==> config.mk <==
export PLATFORM = sky130hd
export DESIGN_NAME = apb_master
export DESIGN_NICKNAME = d
export VERILOG_FILES = /design/src/rtl/apb_pkg.sv /design/src/rtl/apb_wait_timer.sv /design/src/rtl/apb_master.sv
export SDC_FILE = /design/constraint.sdc
export NUM_CORES = 1
export LEC_CHECK = 0
export BUFFER_PORTS_ARGS = -buffer_cell sky130_fd_sc_hd__buf_2
export CAP_MARGIN = 20
export CORE_ASPECT_RATIO = 0.7
export CORE_MARGIN = 2
export CORE_UTILIZATION = 47
export DETAILED_ROUTE_END_ITERATION = 7
export PLACE_DENSITY = 0.84
export SETUP_SLACK_MARGIN = 0.05
export SLEW_MARGIN = 20
export SYNTH_ARGS = -nofsm -noshare
export SYNTH_HDL_FRONTEND = slang
export SYNTH_SLANG_ARGS = --single-unit
==> constraint.sdc <==
create_clock -name pclk -period 2.2 [get_ports pclk]
set_input_delay 0.22 -clock pclk [delete_from_list [all_inputs] [get_ports pclk]]
set_output_delay 0.22 -clock pclk [all_outputs]
set_load 0.02 [all_outputs]
==> src/rtl/apb_pkg.sv <==
// -----------------------------------------------------------------------------
// apb_pkg
//   Shared definitions for the APB requester and its helpers.
//   - apb_master_state_t : requester FSM states (IDLE, SETUP, ACCESS, RESP)
//   - APB_ADDR_W/DATA_W  : default address / data widths
//   - apb_rsp_t          : one response as seen on the rsp_* interface
// -----------------------------------------------------------------------------
package apb_pkg;

    localparam int APB_ADDR_W = 32;
    localparam int APB_DATA_W = 32;

    typedef enum logic [1:0] {
        IDLE   = 2'd0,
        SETUP  = 2'd1,
        ACCESS = 2'd2,
        RESP   = 2'd3
    } apb_master_state_t;

    typedef struct packed {
        logic [APB_DATA_W-1:0] rdata;
        logic                  err;
        logic                  timeout;
    } apb_rsp_t;

endpackage

==> src/rtl/apb_wait_timer.sv <==
// -----------------------------------------------------------------------------
// apb_wait_timer
//   Counts ACCESS cycles spent waiting for pready and flags the last allowed
//   cycle so the requester can abort a stuck transfer.
//
//   Ports:
//     clk      in   clock (rising edge)
//     rst      in   synchronous active-high reset
//     clear    in   restart the count (asserted in the cycle before ACCESS)
//     count_en in   high while the requester sits in ACCESS
//     expired  out  high during the LIMIT-th ACCESS cycle; if pready is still
//                   low in that cycle the transfer is aborted at its end
// -----------------------------------------------------------------------------
module apb_wait_timer #(
    parameter int LIMIT = 16
) (
    input  logic clk,
    input  logic rst,
    input  logic clear,
    input  logic count_en,
    output logic expired
);

    // Holds values 0 .. LIMIT-1; one extra bit of headroom keeps LIMIT=1 legal.
    localparam int CW = (LIMIT < 2) ? 1 : $clog2(LIMIT + 1);

    logic [CW-1:0] count;

    // count = number of ACCESS cycles already completed in this transfer.
    always_ff @(posedge clk) begin
        if (rst || clear) begin
            count <= '0;
        end else if (count_en && !expired) begin
            count <= count + 1'b1;
        end
    end

    assign expired = count_en && (count >= CW'(LIMIT - 1));

endmodule

==> src/rtl/apb_master.sv <==
// -----------------------------------------------------------------------------
// apb_master
//   APB3 requester. Accepts one command at a time on a valid/ready interface,
//   runs the SETUP/ACCESS sequence on the APB bus and returns the result on a
//   held response interface.
//
//   Handshake semantics (both interfaces): a transfer happens on a rising pclk
//   edge where valid && ready are both high. cmd_* is only looked at in IDLE;
//   rsp_* stays stable from rsp_valid rising until the edge where rsp_ready is
//   seen high. rsp_ready while rsp_valid is low is ignored.
//
//   Optional feature: define APB_MASTER_TIMEOUT_EN to abort an ACCESS phase
//   that has waited TIMEOUT_CYCLES cycles for pready. Without it the requester
//   waits for pready indefinitely and rsp_timeout is constant 0.
//
//   Ports:
//     pclk, preset          clock, synchronous active-high reset
//     cmd_valid/cmd_ready   command handshake
//     cmd_write/addr/wdata  command payload
//     rsp_valid/rsp_ready   response handshake
//     rsp_rdata/err/timeout response payload
//     psel/penable/pwrite/paddr/pwdata   APB requester outputs (registered)
//     prdata/pready/pslverr              APB completer inputs
// -----------------------------------------------------------------------------
module apb_master
    import apb_pkg::*;
#(
    parameter int ADDR_W         = APB_ADDR_W,
    parameter int DATA_W         = APB_DATA_W,
    parameter int TIMEOUT_CYCLES = 16
) (
    input  logic              pclk,
    input  logic              preset,

    input  logic              cmd_valid,
    output logic              cmd_ready,
    input  logic              cmd_write,
    input  logic [ADDR_W-1:0] cmd_addr,
    input  logic [DATA_W-1:0] cmd_wdata,

    output logic              rsp_valid,
    input  logic              rsp_ready,
    output logic [DATA_W-1:0] rsp_rdata,
    output logic              rsp_err,
    output logic              rsp_timeout,

    output logic              psel,
    output logic              penable,
    output logic              pwrite,
    output logic [ADDR_W-1:0] paddr,
    output logic [DATA_W-1:0] pwdata,
    input  logic [DATA_W-1:0] prdata,
    input  logic              pready,
    input  logic              pslverr
);

    if (TIMEOUT_CYCLES < 1) begin : g_bad_timeout
        $error("apb_master: TIMEOUT_CYCLES must be at least 1");
    end

    apb_master_state_t state;

    // High in the ACCESS cycle that is the last one allowed to wait.
    logic timeout_hit;

`ifdef APB_MASTER_TIMEOUT_EN
    apb_wait_timer #(
        .LIMIT (TIMEOUT_CYCLES)
    ) u_wait_timer (
        .clk      (pclk),
        .rst      (preset),
        .clear    (state == SETUP),
        .count_en (state == ACCESS),
        .expired  (timeout_hit)
    );
`else
    assign timeout_hit = 1'b0;
`endif

    // Ready is a pure function of state so a command can be offered in the
    // same cycle the requester returns to IDLE; gated so reset never accepts.
    assign cmd_ready = (state == IDLE) && !preset;

    always_ff @(posedge pclk) begin
        if (preset) begin
            state       <= IDLE;
            psel        <= 1'b0;
            penable     <= 1'b0;
            pwrite      <= 1'b0;
            paddr       <= '0;
            pwdata      <= '0;
            rsp_valid   <= 1'b0;
            rsp_rdata   <= '0;
            rsp_err     <= 1'b0;
            rsp_timeout <= 1'b0;
        end else begin
            case (state)
                IDLE: begin
                    if (cmd_valid) begin
                        pwrite  <= cmd_write;
                        paddr   <= cmd_addr;
                        // Reads drive zero write data so pwdata never leaks
                        // a stale or unrelated value onto the bus.
                        pwdata  <= cmd_write ? cmd_wdata : '0;
                        psel    <= 1'b1;
                        penable <= 1'b0;
                        state   <= SETUP;
                    end
                end

                SETUP: begin
                    penable <= 1'b1;
                    state   <= ACCESS;
                end

                ACCESS: begin
                    // A completion in the final allowed cycle wins over the
                    // timeout, so pready is checked first.
                    if (pready) begin
                        psel        <= 1'b0;
                        penable     <= 1'b0;
                        rsp_err     <= pslverr;
                        rsp_timeout <= 1'b0;
                        rsp_rdata   <= (!pwrite && !pslverr) ? prdata : '0;
                        rsp_valid   <= 1'b1;
                        state       <= RESP;
                    end else if (timeout_hit) begin
                        psel        <= 1'b0;
                        penable     <= 1'b0;
                        rsp_err     <= 1'b1;
                        rsp_timeout <= 1'b1;
                        rsp_rdata   <= '0;
                        rsp_valid   <= 1'b1;
                        state       <= RESP;
                    end
                end

                RESP: begin
                    if (rsp_ready) begin
                        rsp_valid <= 1'b0;
                        state     <= IDLE;
                    end
                end

                default: begin
                    psel      <= 1'b0;
                    penable   <= 1'b0;
                    rsp_valid <= 1'b0;
                    state     <= IDLE;
                end
            endcase
        end
    end

endmodule

==> results of run 1 <==
[stage by stage]
step           cells  util [%]  total power (uW)  hold slack [ns]  cell area [um2]
3_5_place_dp     711      61.1              3850            0.446             4770
6_report         725      64.8              5350            0.116             5060
5_1_grt          725      64.8              5630            0.114             5060
2_1_floorplan    438         -              3350            0.356             3740
3_3_place_gp     711      61.1              3790            0.435             4770
4_1_cts          725      64.8              5390            0.104             5060
[where the power goes]
group	leakage, uW	internal (uW)	switching [uW]
logic	0.00140	542	1030
clock network	0.000134	900	644
registers	0.000838	2100	132
[critical path, stage by stage (launching register included)]
cell and delay (ns):
dfxtp_1 0.35, inv_1 0.12, ha_1 0.28, and4bb_2 0.69, a22oi_1 0.19, nor2_1 0.15
[Yosys cell counts, drive strengths merged]
library cell | instances | area share, %
o21ai | 1 | 0.13
a21oi | 69 | 9.2
nand2b | 4 | 0.67
a211oi | 1 | 0.33
dfxtp | 103 | 55
nand2 | 103 | 10
nor2b | 4 | 0.87
nor2 | 32 | 3.2
nor3 | 2 | 0.27
and4bb | 1 | 0.33
inv | 3 | 0.30
and2 | 1 | 0.17
o211ai | 1 | 0.20
or2 | 1 | 0.17
mux2i | 2 | 0.53
ha | 5 | 1.7
buf | 23 | 3.7
or3 | 1 | 0.30
a22oi | 32 | 6.4
conb | 1 | 0.10
nand3 | 33 | 4.4
clkbuf | 15 | 1.5
[per-layer routing]
layer | vias up | share of wire [%] | track usage [%]
li1 | 1828 | - | -
met1 | 1749 | 41 | 27.3
met2 | 169 | 48 | 39.8
met3 | 29 | 8.1 | 7.34
met4 | 0 | 2.5 | 10.1
met5 | - | 0 | 0
[kinds of logic after synthesis]
kind of cell	after synthesis	synth area share, %
flip-flops	103	55.1
other	1	0.100
multiplexers	2	0.535
buffers and inverters	41	5.55
adder cells (fa/ha/maj)	5	1.67
AND/OR/NAND/NOR	182	20.7
AO/OA/AOI/OAI	104	16.3
[final cells by class]
| cell class | instances | area (um2) |
|---|---|---|
| clock buffer | 11 | 243 |
| inverter | 3 | 11.3 |
| clock inverter | 3 | 45.0 |
| timing repair buffer | 210 | 1090 |
| multi-input combinational | 294 | 1480 |
| fill | 642 | 2750 |
| tap | 101 | 126 |
| sequential | 103 | 2060 |
[worst max-delay path by stage]
| stage | slack, ns | startpoint | end | depth (start not counted) |
|---|---|---|---|---|
| floorplan | 0.70 | state[0] | state[0] | 5 |
| global placement | 0.24 | state[0] | rsp_rdata[22] | 5 |
| detailed placement | 0.05 | state[0] | rsp_rdata[2] | 5 |
| CTS | 0.06 | state[0] | rsp_rdata[2] | 5 |
| global route | 0.18 | state[0] | rsp_rdata[2] | 5 |
| finish | 0.35 | state[0] | rsp_rdata[2] | 5 |
[state kept, by name, summed over array words and instances, names as in the netlist]
name       count
penable        1
rsp_valid      1
rsp_err        1
paddr         32
rsp_rdata     32
state          2
pwrite         1
pwdata        32
psel           1
==> summary.txt, run 1 <==
STA
  • Slew @ Worst Pin: 0.638 ns
  • Post-route setup slack: 0.346 ns
  • Rel. slew slack: 57.5%
  • Fmax: 539 MHz
  • Slew Viols, Final: 0
  • Setup violators final: 0
  • Fin crit period: 1.85 ns
  • Setup tns final: 0 ns
  • Period utilisation layout: 84.3%
  • RSZ-0062 raised after global routing: no
  • Clock Skews: 0.00516 ns
  • Hold Fails Final Rpt: 0

Routing
  • DRT antenna net count: 0
  • DR pass1 iterations: 4
  • Drt initial violations: 333
  • Vias after detailed routing: 3775
  • Vias per inst: 5.21
  • WL per Instance: 14.2 um
  • Total Wirelength: 10.3 mm
  • # DRC: 0

Placed design
  • Gpl congestion: 0.832
  • PortBufs: 204
  • Pre-CTS setup slack: 0.0478 ns
  • Post-DP HPWL: 7.38 mm

Synthesis
  • Post-synthesis cell count: 438
  • Avg Inst Size Synth: 8.54 um2
  • Post-synthesis sequential area ratio: 55.1%
  • Yosys reg bits: 103
  • Synth warnings: 0
  • Post-synth net total: 546
  • Synth Cell Area: 0.00374 mm2
  • Netlist cell types: 26

Floorplanning
  • Core Rows: 27
  • Die width: 111 um
  • CORE AREA: 0.00780 mm2
  • Die footprint: 0.00870 mm2
  • Starting Density: 48.0%
  • DIE HEIGHT: 78.7 um
  • I/O Pins: 206

CTS
  • Clk root buf: clkbuf_16
  • CTS Hold Buffers Added: 0
  • Max Buffers Root-to-Sink: 2
  • CTS tree: yes
  • Skew-Pair Late Insertion Delay: 0.34 ns
  • Post-CTS setup buffers: 0
  • Clock transition at path regs: 0.07 ns
  • H-Tree Depth: 3
  • Cts repair resizes: 0
  • TritonCTS Buffers: 9
  • CTS Sinks: 103

Hold path
  • Worst Hold Endpoint: paddr[3]
  • Hold path cells: 3
  • HP Class: input port to register
  • Hold Startpoint: cmd_addr[3]

Power
  • Maximum vdd drop: 0.575 mV
  • Pwr Density: 1060 mW/mm2
  • LEAKAGE: 0.00237 uW

Worst setup path
  • Crit path max fanout: 32
  • Critical path data arrival time: 2.12 ns
  • R2R setup slack: 0.35 ns
  • Crit Path Category: register to register
  • Worst r2r src: state[0]
  • Reg-to-Reg End: rsp_rdata[2]
  • Reg2Reg Depth: 5
  • Critical path startpoint category: register
  • Type of destination of the critical path: register
  • Worst path required time: 2.47 ns

Run
  • Max cap viols: 0

Final layout
  • Layout area overhead: 35.1%
  • Commonest non-fill, non-tap cell in the layout: buf_2
  • Most frequent cells in the layout: buf_2 (203), dfxtp_1 (103), nand2_1 (102)
  • Layout Nets: 729
  • Antenna Diode Count: 0
  • Ratio of cells with drive above 1 in the final layout: 36.7%

GRT
  • Initial antenna violation count: 0
  • First-pass GRT wire length: 16.5 mm
  • Vias in the first global route: 3605
  • Global route overflow: 0
  • Largest net degree at the start of global routing: 66
  • Total track usage: 23.3%

Outcome
  • Outcome: finished clean
Note: power is estimated with default switching activity, not from simulation.
==> run 2, diff against run 1 <==
--- a/config.mk
+++ b/config.mk
@@ -5,13 +5,14 @@
 export SDC_FILE = /design/constraint.sdc
 export NUM_CORES = 1
 export LEC_CHECK = 0
+export ABC_AREA = 1
 export BUFFER_PORTS_ARGS = -buffer_cell sky130_fd_sc_hd__buf_2
 export CAP_MARGIN = 20
 export CORE_ASPECT_RATIO = 0.7
 export CORE_MARGIN = 2
-export CORE_UTILIZATION = 47
+export CORE_UTILIZATION = 44
 export DETAILED_ROUTE_END_ITERATION = 7
-export PLACE_DENSITY = 0.84
+export PLACE_DENSITY = 0.8
 export SETUP_SLACK_MARGIN = 0.05
 export SLEW_MARGIN = 20
 export SYNTH_ARGS = -nofsm -noshare
==> constraint.sdc (replaced) <==
create_clock -name pclk -period 1.8 [get_ports pclk]
set_input_delay 0.18 -clock pclk [delete_from_list [all_inputs] [get_ports pclk]]
set_output_delay 0.18 -clock pclk [all_outputs]
set_load 0.02 [all_outputs]
==> run 2 against run 1 <==
Combinational power increased by 25%. Clock power increased by 14%. Via count decreased by 1.7%. Largest cell class unchanged. Setup slack got worse by 0.088 ns. Critical endpoint is now rsp_rdata[31].
==> summary.txt, run 2 <==
Routing
  • Wl on met1: 4.04 mm (-4.3%)
  • DRT antenna net count: 0 (unchanged)
  • Top layer in use: met4
  • Vias per inst: 4.80 (-7.8%)
  • WL per Instance: 12.5 um (-12%)
  • WL met3: 755 um (-9.3%)
  • Metal2 WL: 4.75 mm (-4.8%)
  • Drt initial violations: 160 (-52%)
  • Vias after detailed routing: 3711 (-1.7%)
  • # DRC: 0 (unchanged)
  • Total Wirelength: 9.70 mm (-5.9%)
  • DR pass1 iterations: 4 (unchanged)

Synthesis
  • Post-synth top area share: 56.0% (+0.86 points)
  • Ys async rst share: 0% (unchanged)
  • Avg Inst Size Synth: 7.77 um2 (-9.0%)
  • Yosys reg bits: 103 (unchanged)
  • Post-synthesis cell count: 474 (+8.2%)
  • Commonest cells in the netlist: nand2_1 (144), dfxtp_1 (103), a21oi_1 (71)
  • Post-synthesis sequential area ratio: 56.0% (+0.86 points)
  • Synth warnings: 0 (unchanged)
  • Post-synth net total: 582 (+6.6%)
  • Post-synth EDFFs: 0 (unchanged)
  • Synth area leader: dfxtp_1
  • Netlist cell types: 18 (-31%)
  • Most used DFF post-synth: dfxtp_1
  • Synth Cell Area: 0.00368 mm2 (-1.5%)
  • Most common cell in the synthesized netlist: nand2_1
  • Largest cells by area after synthesis: dfxtp_1 (56%), nand2_1 (15%), a21oi_1 (9.6%)

Floorplanning
  • Die footprint: 0.00913 mm2 (+5.0%)
  • DIE HEIGHT: 80.6 um (+2.4%)
  • Die width: 113 um (+2.5%)
  • I/O Pins: 206 (unchanged)
  • CORE AREA: 0.00801 mm2 (+2.6%)
  • Starting Density: 46.0% (-1.9 points)
  • Core Rows: 27 (unchanged)

Final layout
  • Layout Nets: 775 (+6.3%)
  • Biggest regs: paddr: 32 flops, pwdata: 32 flops, rsp_rdata: 32 flops
  • Commonest non-fill, non-tap cell in the layout: buf_2
  • Most frequent cells in the layout: buf_2 (204), nand2_1 (143), dfxtp_1 (102)
  • Layout area overhead: 36.8%
  • Layout fillers: 684 (+6.5%)
  • Antenna Diode Count: 0 (unchanged)
  • Register Area: 0.00206 mm2 (about the same)
  • Area of the multi-input gates: 0.00144 mm2 (-2.7%)
  • Ratio of cells with drive above 1 in the final layout: 34.5% (-2.2 points)
  • Post-Route Utilization: 63.0% (-1.8 points)

Worst setup path
  • Worst path required time: 2.06 ns (-0.41 ns)
  • Slowest stage cell, crit path: dfxtp_2
  • Type of destination of the critical path: register
  • Critical path data arrival time: 1.80 ns (-0.32 ns)
  • CP peak stage delay: 0.35 ns (-0.34 ns)
  • Crit Path Category: register to register
  • Reg2Reg Depth: 7 (+2)
  • R2R setup slack: 0.26 ns (-0.09 ns)
  • Crit path cell chain: inv_1 > ha_1 > nand2_2 > nor3_4 > buf_6 > nand2_1 > a21oi_1
  • Crit path max fanout: 32 (unchanged)
  • Critical path startpoint category: register

GRT
  • Total track usage: 21.0% (-2.3 points)
  • Global route overflow: 0 (unchanged)
  • Initial antenna violation count: 0 (unchanged)
  • Largest net degree at the start of global routing: 66 (unchanged)
  • Vias in the first global route: 3491 (-3.2%)
  • First-pass GRT wire length: 15.2 mm (-8.0%)

STA
  • RSZ-0062 raised after global routing: no
  • Setup violators final: 0 (unchanged)
  • Fin crit period: 1.54 ns (-0.312 ns)
  • Hold Fails Final Rpt: 0 (unchanged)
  • Slew Viols, Final: 0 (unchanged)
  • Period utilisation layout: 85.7% (+1.4 points)
  • Fmax: 649 MHz (+20%)
  • Setup tns final: 0 ns (unchanged)
  • Clock Skews: 0.00314 ns (-0.00203 ns)

Placed design
  • PortBufs: 204 (unchanged)
  • Gpl congestion: 0.796 (-4.4%)
  • Post-DP HPWL: 7.12 mm (-3.5%)

CTS
  • Skew-Pair Late Insertion Delay: 0.33 ns (about the same)
  • CTS Hold Buffers Added: 0 (unchanged)
  • CTS tree: yes
  • Max Buffers Root-to-Sink: 2 (unchanged)
  • Clock transition at path regs: 0.07 ns (about the same)
  • CTS Sinks: 103 (unchanged)
  • H-Tree Depth: 3 (unchanged)
  • Clk root buf: clkbuf_16
  • TritonCTS Buffers: 9 (unchanged)

Power
  • Maximum vdd drop: 0.703 mV (+22%)
  • Pwr Density: 1290 mW/mm2 (+22%)
  • LEAKAGE: 0.00242 uW (+1.9%)

Outcome
  • Outcome: finished clean

Hold path
  • HP Class: input port to register
  • Hold path cells: 3 (unchanged)

Run
  • Max cap viols: 0 (unchanged)
## run 2: worst paths after layout
path,start,to
setup reg to reg,state[0],rsp_rdata[31]
hold reg to reg,penable,penable
setup / recovery,state[0],rsp_rdata[31]
hold / removal,cmd_wdata[27],pwdata[27]
## run 2: logic make-up after synthesis
group / count (synthesis) / share of synthesized area, %
other cells: 1 / 0.102
simple gates: 219 / 23.0
buf+inv: 42 / 5.13
compound gates: 104 / 14.1
flops: 103 / 56.0
fa+ha+maj: 5 / 1.70
## run 2: power breakdown
part | total (uW) | internal (uW) | switching, uW
Combinational | 1960 | 661 | 1300
Sequential | 2800 | 2620 | 175
Clock | 1750 | 938 | 811
Total | 6510 | 4220 | 2290
## run 2: timing repair
action / 4_1_cts / 5_1_grt
gates resized for setup: 0 / 4
hold endpoints to repair: 0 / 0
setup endpoints to repair: 0 / 72
buffers inserted: 0 / 0
## run 2: per-layer routing
| layer | track usage (%) | vias to the layer above |
|---|---|---|
| li1 | - | 1891 |
| met1 | 22.2 | 1672 |
| met2 | 38.0 | 133 |
| met3 | 8.68 | 15 |
| met4 | 7.44 | 0 |
| met5 | 0 | - |
## run 2: layout make-up
| class | instances | area share (%) |
|---|---|---|
| Timing Repair Buffer | 213 | 22.0 |
| Multi-Input combinational cell | 329 | 28.5 |
| Tap cell | 101 | 2.51 |
| Clock inverter | 5 | 0.670 |
| Inverter | 11 | 0.819 |
| Clock buffer | 11 | 4.62 |
| Sequential cell | 103 | 40.9 |
## run 2: through the flow
step / hold WS [ns] / std cells / total power [uW] / cell area (um2) / setup slack (ns)
after floorplan: 0.323 / 474 / 4140 / 3680 / 0.361
after global routing: 0.0720 / 773 / 6910 / 5040 / 0.0923
final: 0.0833 / 773 / 6510 / 5040 / 0.258
after global placement: 0.426 / 757 / 4730 / 4770 / 0.253
after CTS: 0.0667 / 773 / 6580 / 5030 / 0.0778
after detailed placement: 0.436 / 757 / 4810 / 4770 / 0.0896
## run 2: critical path, delay by kind of cell (launching register included)
| family | cells | cell delay [ns] |
|---|---|---|
| DFF | 1 | 0.35 |
| buffers and inverters | 2 | 0.35 |
| and+or+nand+nor | 3 | 0.34 |
| adders and majority gates | 1 | 0.28 |
| AOI/OAI and AO/OA | 1 | 0.14 |
